File: config.mk
export PLATFORM = sky130hd
export DESIGN_NAME = psum_scatter_accum
export DESIGN_NICKNAME = d
export VERILOG_FILES = /design/src/rtl/psum_scatter_accum.sv
export SDC_FILE = /design/constraint.sdc
export NUM_CORES = 2
export LEC_CHECK = 0
export CAP_MARGIN = 20
export CELL_PAD_IN_SITES_DETAIL_PLACEMENT = 1
export CELL_PAD_IN_SITES_GLOBAL_PLACEMENT = 2
export CORE_ASPECT_RATIO = 2
export CORE_MARGIN = 1.5
export CORE_UTILIZATION = 42
export CTS_BUF_LIST = sky130_fd_sc_hd__clkbuf_4
export DETAILED_ROUTE_END_ITERATION = 8
export HOLD_SLACK_MARGIN = 0.15
export PLACE_DENSITY_LB_ADDON = 0.1
export SETUP_SLACK_MARGIN = 0.3
export SYNTH_ARGS = -nofsm -noshare
export SYNTH_HDL_FRONTEND = slang
export SYNTH_SLANG_ARGS = --single-unit
File: constraint.sdc
create_clock -name clk -period 16.7 [get_ports clk]
set_clock_uncertainty 0.2 [all_clocks]
set_input_delay 5.01 -clock clk [delete_from_list [all_inputs] [get_ports clk]]
set_output_delay 5.01 -clock clk [all_outputs]
set_load 0.02 [all_outputs]
File: src/rtl/psum_scatter_accum.sv
// Scatter-accumulate of PE product beats into an out_size x out_size
// partial-sum map, with a raster-order drain that self-clears the map.
module psum_scatter_accum #(
  parameter int col_length  = 8,
  parameter int word_length = 8,
  parameter int lanes       = 16,
  parameter int out_size    = 7,
  parameter int acc_width   = 24
) (
  input  logic                                 clk,
  input  logic                                 rst,
  input  logic                                 in_valid,
  output logic                                 in_ready,
  input  logic [2*word_length*lanes-1:0]       data_in,
  input  logic [col_length*lanes-1:0]          data_in_cols,
  input  logic [col_length*lanes-1:0]          data_in_rows,
  input  logic                                 flush,
  output logic                                 busy,
  output logic                                 out_valid,
  output logic signed [acc_width-1:0]          out_data,
  output logic [col_length-1:0]                out_row,
  output logic [col_length-1:0]                out_col,
  output logic                                 out_last
);

  localparam int          PW    = 2 * word_length;
  localparam int unsigned MAP_N = out_size * out_size;
  localparam int          AW    = (MAP_N > 1) ? $clog2(MAP_N) : 1;
  localparam int          LW    = (lanes > 1) ? $clog2(lanes) : 1;

  localparam logic [col_length-1:0] COORD_LIM = col_length'(out_size);
  localparam logic [col_length-1:0] COORD_TOP = col_length'(out_size - 1);
  localparam logic [AW-1:0]         OUT_SZ_A  = AW'(out_size);
  localparam logic [AW-1:0]         IDX_LAST  = AW'(MAP_N - 1);
  localparam logic [LW-1:0]         LANE_LAST = LW'(lanes - 1);

  localparam logic signed [acc_width:0] SUM_MAX = {2'b00, {(acc_width-1){1'b1}}};
  localparam logic signed [acc_width:0] SUM_MIN = {2'b11, {(acc_width-1){1'b0}}};

  typedef enum logic [1:0] {S_IDLE, S_ACCUM, S_DRAIN} state_t;

  state_t                         r_state;
  state_t                         w_next;
  logic [PW*lanes-1:0]            r_beat_data;
  logic [col_length*lanes-1:0]    r_beat_rows;
  logic [col_length*lanes-1:0]    r_beat_cols;
  logic [LW-1:0]                  r_lane;
  logic [AW-1:0]                  r_idx;
  logic [col_length-1:0]          r_drow;
  logic [col_length-1:0]          r_dcol;
  logic                           r_flush_pending;
  logic signed [acc_width-1:0]    r_map [MAP_N];

  logic                           w_accept;
  logic                           w_lane_last;
  logic                           w_drain_last;
  logic signed [PW-1:0]           w_prod;
  logic signed [col_length-1:0]   w_row;
  logic signed [col_length-1:0]   w_col;
  logic                           w_in_range;
  logic [AW-1:0]                  w_addr;
  logic signed [acc_width:0]      w_sum;
  logic signed [acc_width-1:0]    w_sat;

  assign w_accept     = (r_state == S_IDLE) && in_valid;
  assign w_lane_last  = (r_lane == LANE_LAST);
  assign w_drain_last = (r_idx == IDX_LAST);

  // in_ready is gated by rst so it reads 0 for the whole reset interval
  assign in_ready = rst && (r_state == S_IDLE);
  assign busy     = (r_state != S_IDLE) || r_flush_pending;

  // Select the current lane, range-check its coordinates, form the saturated sum
  always_comb begin
    w_prod = r_beat_data[r_lane*PW +: PW];
    w_row  = r_beat_rows[r_lane*col_length +: col_length];
    w_col  = r_beat_cols[r_lane*col_length +: col_length];
    // sign bit rules out negatives so the upper-bound test can be unsigned
    w_in_range = !w_row[col_length-1] && !w_col[col_length-1] &&
                 (unsigned'(w_row) < COORD_LIM) && (unsigned'(w_col) < COORD_LIM);
    w_addr = AW'(unsigned'(w_row)) * OUT_SZ_A + AW'(unsigned'(w_col));
    w_sum  = (acc_width+1)'(r_map[w_addr]) + (acc_width+1)'(w_prod);
    if (w_sum > SUM_MAX) begin
      w_sat = SUM_MAX[acc_width-1:0];
    end else if (w_sum < SUM_MIN) begin
      w_sat = SUM_MIN[acc_width-1:0];
    end else begin
      w_sat = w_sum[acc_width-1:0];
    end
  end

  // State register
  always_ff @(posedge clk or negedge rst) begin
    if (!rst) r_state <= S_IDLE;
    else      r_state <= w_next;
  end

  // Next-state logic; an incoming beat wins over a pending flush
  always_comb begin
    w_next = r_state;
    case (r_state)
      S_IDLE: begin
        if (in_valid)             w_next = S_ACCUM;
        else if (r_flush_pending) w_next = S_DRAIN;
      end
      S_ACCUM: if (w_lane_last)  w_next = S_IDLE;
      S_DRAIN: if (w_drain_last) w_next = S_IDLE;
      default: w_next = S_IDLE;
    endcase
  end

  // Beat capture and lane sequencing
  always_ff @(posedge clk or negedge rst) begin
    if (!rst) begin
      r_beat_data <= '0;
      r_beat_rows <= '0;
      r_beat_cols <= '0;
      r_lane      <= '0;
    end else if (w_accept) begin
      r_beat_data <= data_in;
      r_beat_rows <= data_in_rows;
      r_beat_cols <= data_in_cols;
      r_lane      <= '0;
    end else if (r_state == S_ACCUM) begin
      r_lane <= r_lane + LW'(1);
    end
  end

  // Raster counters for the drain, parked at zero whenever idle
  always_ff @(posedge clk or negedge rst) begin
    if (!rst) begin
      r_idx  <= '0;
      r_drow <= '0;
      r_dcol <= '0;
    end else if (r_state == S_DRAIN) begin
      r_idx <= r_idx + AW'(1);
      if (r_dcol == COORD_TOP) begin
        r_dcol <= '0;
        r_drow <= r_drow + col_length'(1);
      end else begin
        r_dcol <= r_dcol + col_length'(1);
      end
    end else begin
      r_idx  <= '0;
      r_drow <= '0;
      r_dcol <= '0;
    end
  end

  // Flush request latch; completion of a drain clears it even if flush is still high
  always_ff @(posedge clk or negedge rst) begin
    if (!rst)                                   r_flush_pending <= 1'b0;
    else if ((r_state == S_DRAIN) && w_drain_last) r_flush_pending <= 1'b0;
    else if (flush)                             r_flush_pending <= 1'b1;
  end

  // Partial-sum map: accumulate one lane per cycle, clear entries as they drain
  always_ff @(posedge clk or negedge rst) begin
    if (!rst) begin
      for (int unsigned i = 0; i < MAP_N; i++) r_map[i] <= '0;
    end else if ((r_state == S_ACCUM) && w_in_range) begin
      r_map[w_addr] <= w_sat;
    end else if (r_state == S_DRAIN) begin
      r_map[r_idx] <= '0;
    end
  end

  // Registered drain outputs
  always_ff @(posedge clk or negedge rst) begin
    if (!rst) begin
      out_valid <= 1'b0;
      out_data  <= '0;
      out_row   <= '0;
      out_col   <= '0;
      out_last  <= 1'b0;
    end else if (r_state == S_DRAIN) begin
      out_valid <= 1'b1;
      out_data  <= r_map[r_idx];
      out_row   <= r_drow;
      out_col   <= r_dcol;
      out_last  <= w_drain_last;
    end else begin
      out_valid <= 1'b0;
      out_data  <= '0;
      out_row   <= '0;
      out_col   <= '0;
      out_last  <= 1'b0;
    end
  end

endmodule

### Yosys cells after proc, flatten, opt, wreduce, memory -nomap -nowiden

Index checks and enable logic that the tools add are counted.

| operators by class | value |
|---|---|
| reductions and logical operators | 18 |
| add/sub/neg operators | 6 |
| muxes and demuxes | 34 |
| $lt $le $gt $ge | 8 |
| shift-type cells | 3 |
| bitwise logic cells | 4 |
| equal/unequal tests | 9 |
| divide/modulo/power cells | 0 |
| multiply operators | 1 |

Operators with widths:

| kind | count |
|---|---|
| 1176-bit two-way mux | 2 |
| 1176-bit bitwise AND | 1 |
| 1176-bit bitwise mux | 1 |
| 1176-bit NOT | 1 |
| 24-bit binary-select mux with 6-bit select | 2 |
| 24-bit demux with 6-bit select | 2 |
| 128-bit by 8-bit variable part select with 8-bit output | 2 |
| 256-bit by 9-bit variable part select with 16-bit output | 1 |
| 24-bit two-way mux | 9 |
| 8-bit two-way mux | 6 |
| 24-bit by 16-bit adder with 25-bit output | 1 |
| 25-bit by 24-bit > comparator with 1-bit output, second input constant | 1 |
| 25-bit by 24-bit less-than comparator with 1-bit output, second input constant | 1 |
| 8-bit by 1-bit adder with 8-bit output, second input constant | 2 |
| 8-bit by 3-bit less-than comparator with 1-bit output, second input constant | 2 |
| 7-bit greater-or-equal comparator, second input constant | 2 |
| 7-bit by 1-bit less-than comparator with 1-bit output, second input constant | 2 |
| 6-bit NOT with 7-bit output | 2 |
| 1-bit logical AND | 9 |
| 8-bit by 3-bit equality test with 1-bit output, second input constant | 1 |
| 2-bit two-way mux | 4 |
| 4-bit two-way mux | 2 |
| 2-bit nonzero test | 4 |
| 6-bit by 1-bit adder with 6-bit output, second input constant | 1 |
| 17 further kinds | 22 |

| word-level totals | value |
|---|---|
| logic and storage cells | 146 |
| bits in registers | 1759 |
| input bits | 516 |
| memories | 0 |
| RAM bits | 0 |
| output and inout port bits | 44 |
| latch bits | 0 |
| memory bits (read-only) | 0 |

### Logic depth before layout (Yosys ltp)

| logic depth | value |
|---|---|
| depth after elaboration | 13 |
| mapped depth | 37 |
| mapped depth without buffers | 24 |

### Worst setup path after synthesis

Ideal clock, no wire load.

| timing | value |
|---|---|
| path type | in2out |
| start | in rst |
| end | out in_ready |
| setup slack | 6270 ps |
| path buffers | 0 |
| cell stages on the path | 1 |
| arrival time | 5220 ps |
| data required time | 11490 ps |
| cell sequence | and2_1 |

| on the way | value |
|---|---|
| cells in the longest elaborated chain, start to end | 1 |

Ends and longest elaborated chain:

| element | line | source |
|---|---|---|
| start, declared | 11 | `input logic rst,` |
| 1-bit logical AND | 70 | `assign in_ready = rst && (r_state == S_IDLE);` |
| end, declared | 13 | `output logic in_ready,` |

Every way passes these cells.

### Final worst setup path

| timing | value |
|---|---|
| start | reg r_lane[0] |
| end | reg r_map[1035] (netlist bit) |

| on the way | value |
|---|---|
| cells in the longest elaborated chain, start to end | 13 |
| elaborated cells on any way between the ends | 30 |
| those cells by class | 2 x add/sub; 1 x mul; 6 x order compare; 3 x shift; 9 x mux; 1 x bitwise; 8 x reduce/logical |

Ends and longest elaborated chain:

| element | line | source |
|---|---|---|
| start, declared | 47 | `logic [LW-1:0] r_lane;` |
| start signal, assigned | 125 | `r_lane <= r_lane + LW'(1);` |
| 128-bit by 8-bit variable part select with 8-bit output | 76 | `w_row = r_beat_rows[r_lane*col_length +: col_length];` |
| 6-bit by 3-bit multiplier with 6-bit output | 81 | `w_addr = AW'(unsigned'(w_row)) * OUT_SZ_A + AW'(unsigned'(w_col));` |
| 6-bit adder | 81 |  |
| 6-bit NOT with 7-bit output (implied by the code) | 82, 162 |  |
| 24-bit binary-select mux with 6-bit select | 82 | `w_sum = (acc_width+1)'(r_map[w_addr]) + (acc_width+1)'(w_prod);` |
| 24-bit two-way mux (implied by the code) (2 in series) | 82 |  |
| 24-bit by 16-bit adder with 25-bit output | 82 |  |
| 25-bit by 24-bit less-than comparator with 1-bit output | 85 | `end else if (w_sum < SUM_MIN) begin` |
| 24-bit two-way mux | 85 |  |
| 24-bit two-way mux | 83 | `if (w_sum > SUM_MAX) begin` |
| 1176-bit bitwise mux | 162 | `r_map[w_addr] <= w_sat;` |
| 1176-bit two-way mux | 161 | `end else if ((r_state == S_ACCUM) && w_in_range) begin` |
| end signal, assigned by index | 162 |  |
| end, declared | 52 | `logic signed [acc_width-1:0] r_map [MAP_N];` |

Several ways; a longest one is shown, not always the timed one. The select of a mux whose other input is x is not followed.
A chain may end at the register's enable or synchronous reset.

==> results.sh <==
export IMPL_period_share_pct=76.2
export IMPL_rsz0062_at_grt="no"
export IMPL_drc=0
export IMPL_yosysUniqueCellTypes=68
export IMPL_dieArea_um2=204000
export IMPL_die_x_um=320
export IMPL_grt_first_pass_wirelength_mm=621
export IMPL_synth_edf_count=0
export IMPL_num_vias=83909
export IMPL_numCtsBuffers=422
export IMPL_whs_endpoint="r_beat_rows[61]"
export IMPL_cts_tree="yes"
export IMPL_vias_per_cell=6.77
export IMPL_drv_cap=0
export IMPL_ys_seq_area_share_pct=52.2
export IMPL_placed_cell_area_um2=92300
export IMPL_hold_depth=2
export IMPL_worst_setup_path_type="reg -> reg"
export IMPL_synthFlopType="dfrtp_1"
export IMPL_fillers=22884
export IMPL_syn_num_nets=9695
export IMPL_drive_above_1_share_pct=12.0
export IMPL_wl_mm=433
export IMPL_syn_area_um2=84400
export IMPL_rows=232
export IMPL_gp_congestion=0.975
export IMPL_hold_path_startpoint="r_beat_rows[61]"
export IMPL_setup_viol=0
export IMPL_r2r_end="r_map[1035]"
export IMPL_first_global_vias=87790
export IMPL_grtUsageTotal_pct=42.0
export IMPL_overflow=0
export IMPL_hold_path_class="reg -> reg"
export IMPL_ys_warn_count=0
export IMPL_worstSkewPairLatency_ns=1.39
export IMPL_synth_seq_cells=1759
export IMPL_worstPathRequired_ns=17.68
export IMPL_clock_sinks=1759
export IMPL_ios=560
export IMPL_path_clk_slew_ns=0.07
export IMPL_initial_utilization_pct=42.3
export IMPL_r2r_setup_slack_ns=3.98
export IMPL_cts_hold_buf=0
export IMPL_cp_start_kind="register"
export IMPL_min_period_ns=12.72
export IMPL_maxSlewHeadroom_pct=6.35
export IMPL_final_nets=10024
export IMPL_syn2layout_area_growth_pct=15.9
export IMPL_drt_pass1_iter_count=6
export IMPL_portBuffers=559
export IMPL_drtIter0Drc=9496
export IMPL_grt_max_degree=186
export IMPL_synth_async_reset_ratio_pct=100
export IMPL_cts_repair_resize_count=0
export IMPL_ctsHtreeMaxLevel=5
export IMPL_critical_path_arrival_ns=13.70
export IMPL_hold_violations=0
export IMPL_synth_area_leaders="dfrtp_1 52%, nand2_1 7.7%, o21ai_0 7.6%"
export IMPL_hpwl_mm=268
export IMPL_status="finished clean"
export IMPL_synth_top_cell_area_share_pct=52.2
export IMPL_fin_tns_setup_ns=0
export IMPL_worst_pin_slew_ns=1.39
export IMPL_yosysTopAreaCell="dfrtp_1"
export IMPL_clk_path_buf_depth=4
export IMPL_syn_area_per_cell_um2=9.24
export IMPL_slew_violations=0
export IMPL_root_buffer="clkbuf_4"
export IMPL_reg2reg_from="r_lane[0]"
export IMPL_whs_ns=0.268
export IMPL_grt_antenna_before_repair=103
export IMPL_stdcell_area_um2=97900
export IMPL_coreArea_um2=200000
export IMPL_wl_per_cell_um=34.9
export IMPL_endpoint_kind="register"
export IMPL_netlist_instances=9133
export IMPL_reg2regPathDepth=24
export IMPL_ant_nets=0
export IMPL_cts_setup_buffers=0
export IMPL_die_h_um=637
export IMPL_fmaxAchievable_mhz=78.6
export IMPL_critPathMaxFanout=55
[sequential cells by signal, indices dropped and copies added (netlist names)]
signal,cells
out_col,8
out_data,24
out_last,1
out_row,8
out_valid,1
r_beat_cols,128
r_beat_data,256
r_beat_rows,128
r_dcol,8
r_drow,8
r_flush_pending,1
r_idx,6
r_lane,4
r_map,1176
r_state,2
[layout by cell type, fill, tap and decap left out, types with 108 or more instances in the layout]
master / netlist / final
a22oi_1: 391 / 391
dfrtp_1: 1759 / 1754
o21ai_0: 1278 / 1274
nand2_1: 1727 / 1715
o22ai_1: 576 / 576
mux4_2: 138 / 138
buf_4: 3 / 254
a221oi_1: 125 / 125
nand4_1: 108 / 108
nand3_1: 1245 / 1237
clkdlybuf4s50_1: 0 / 558
clkbuf_4: 0 / 595
[layer usage]
metal  GRT usage [%]  vias up  share of wire [%]
li1                -    34366                  -
met1            45.6    42000                 33
met2            66.3     5519                 46
met3            12.6     1918                 10
met4            37.8      106                 11
met5               0        -               0.16
[logic make-up after synthesis]
group                      Yosys count  share of synthesized area (%)
AOI/OAI and AO/OA                 2712                           19.6
xor gates and xnor gates            46                          0.494
adders and majority gates           69                           1.03
buffers and inverters              961                           4.48
DFF                               1759                           52.2
and+or+nand+nor                   3435                           18.4
muxes                              151                           3.84
[worst max-delay path: stages (launching register included)]
cell	delay, ns
dfrtp_4	0.81
buf_4	0.67
mux4_2	0.59
mux4_2	0.57
fa_1	0.53
fa_1	0.55
fa_1	0.85
or3b_4	0.75
buf_12	0.49
o22ai_1	0.18
nor4_2	0.82
nand2_1	0.52
nand3_1	0.21
o21ai_0	0.34
a21oi_1	0.34
ha_1	0.32
a211o_1	0.30
a21oi_1	0.22
a21oi_1	0.13
a2111oi_0	0.62
or3b_1	0.30
a31o_2	0.56
maj3_2	0.76
buf_4	0.51
o21ai_0	0.20
[how the worst max path moves through the flow]
stage                     startpoint  slack, ns  cells past startpoint           to
after floorplan                  rst       6.27                      1     in_ready
after CTS                  r_lane[0]       4.37                     24  r_map[1035]
after global routing       r_lane[0]       3.61                     24  r_map[1035]
final                      r_lane[0]       3.98                     24  r_map[1035]
after global placement     r_lane[0]       4.54                     24  r_map[1035]
after detailed placement   r_lane[0]       4.46                     24  r_map[1035]
[area by class of cell]
type / count / area (um2) / area share [%]
Clock buffer: 594 / 4460 / 4.56
Clock inverter: 132 / 652 / 0.666
Sequential cell: 1759 / 44000 / 45.0
Timing Repair Buffer: 849 / 8210 / 8.39
Antenna cell: 62 / 155 / 0.159
Inverter: 17 / 63.8 / 0.0652
Tap cell: 2574 / 3220 / 3.29
Multi-Input combinational cell: 6413 / 37100 / 37.9
[cells in the mapped netlist, drive strengths merged, types with 38 or more instances]
cell type / count
or4: 48
a22oi: 391
buf: 215
dfrtp: 1759
mux4: 138
a21oi: 74
o22ai: 576
nor4: 97
nand2: 1730
a221oi: 126
nor2: 66
nand4: 108
clkbuf: 729
a22o: 102
o21ai: 1285
a31oi: 58
ha: 38
nand3: 1245
[per-stage QoR]
| step | utilization [%] | instances | setup WS [ns] |
|---|---|---|---|
| floorplan | - | 9133 | 6.27 |
| global placement | 46.2 | 11590 | 4.54 |
| detailed placement | 46.2 | 11595 | 4.46 |
| CTS | 48.8 | 12321 | 4.37 |
| global route | 49.0 | 12363 | 3.61 |
| finish | 49.0 | 12400 | 3.98 |
Power is not shown: default switching activity piles up to over one toggle a cycle in this logic, so the estimate is an artifact.
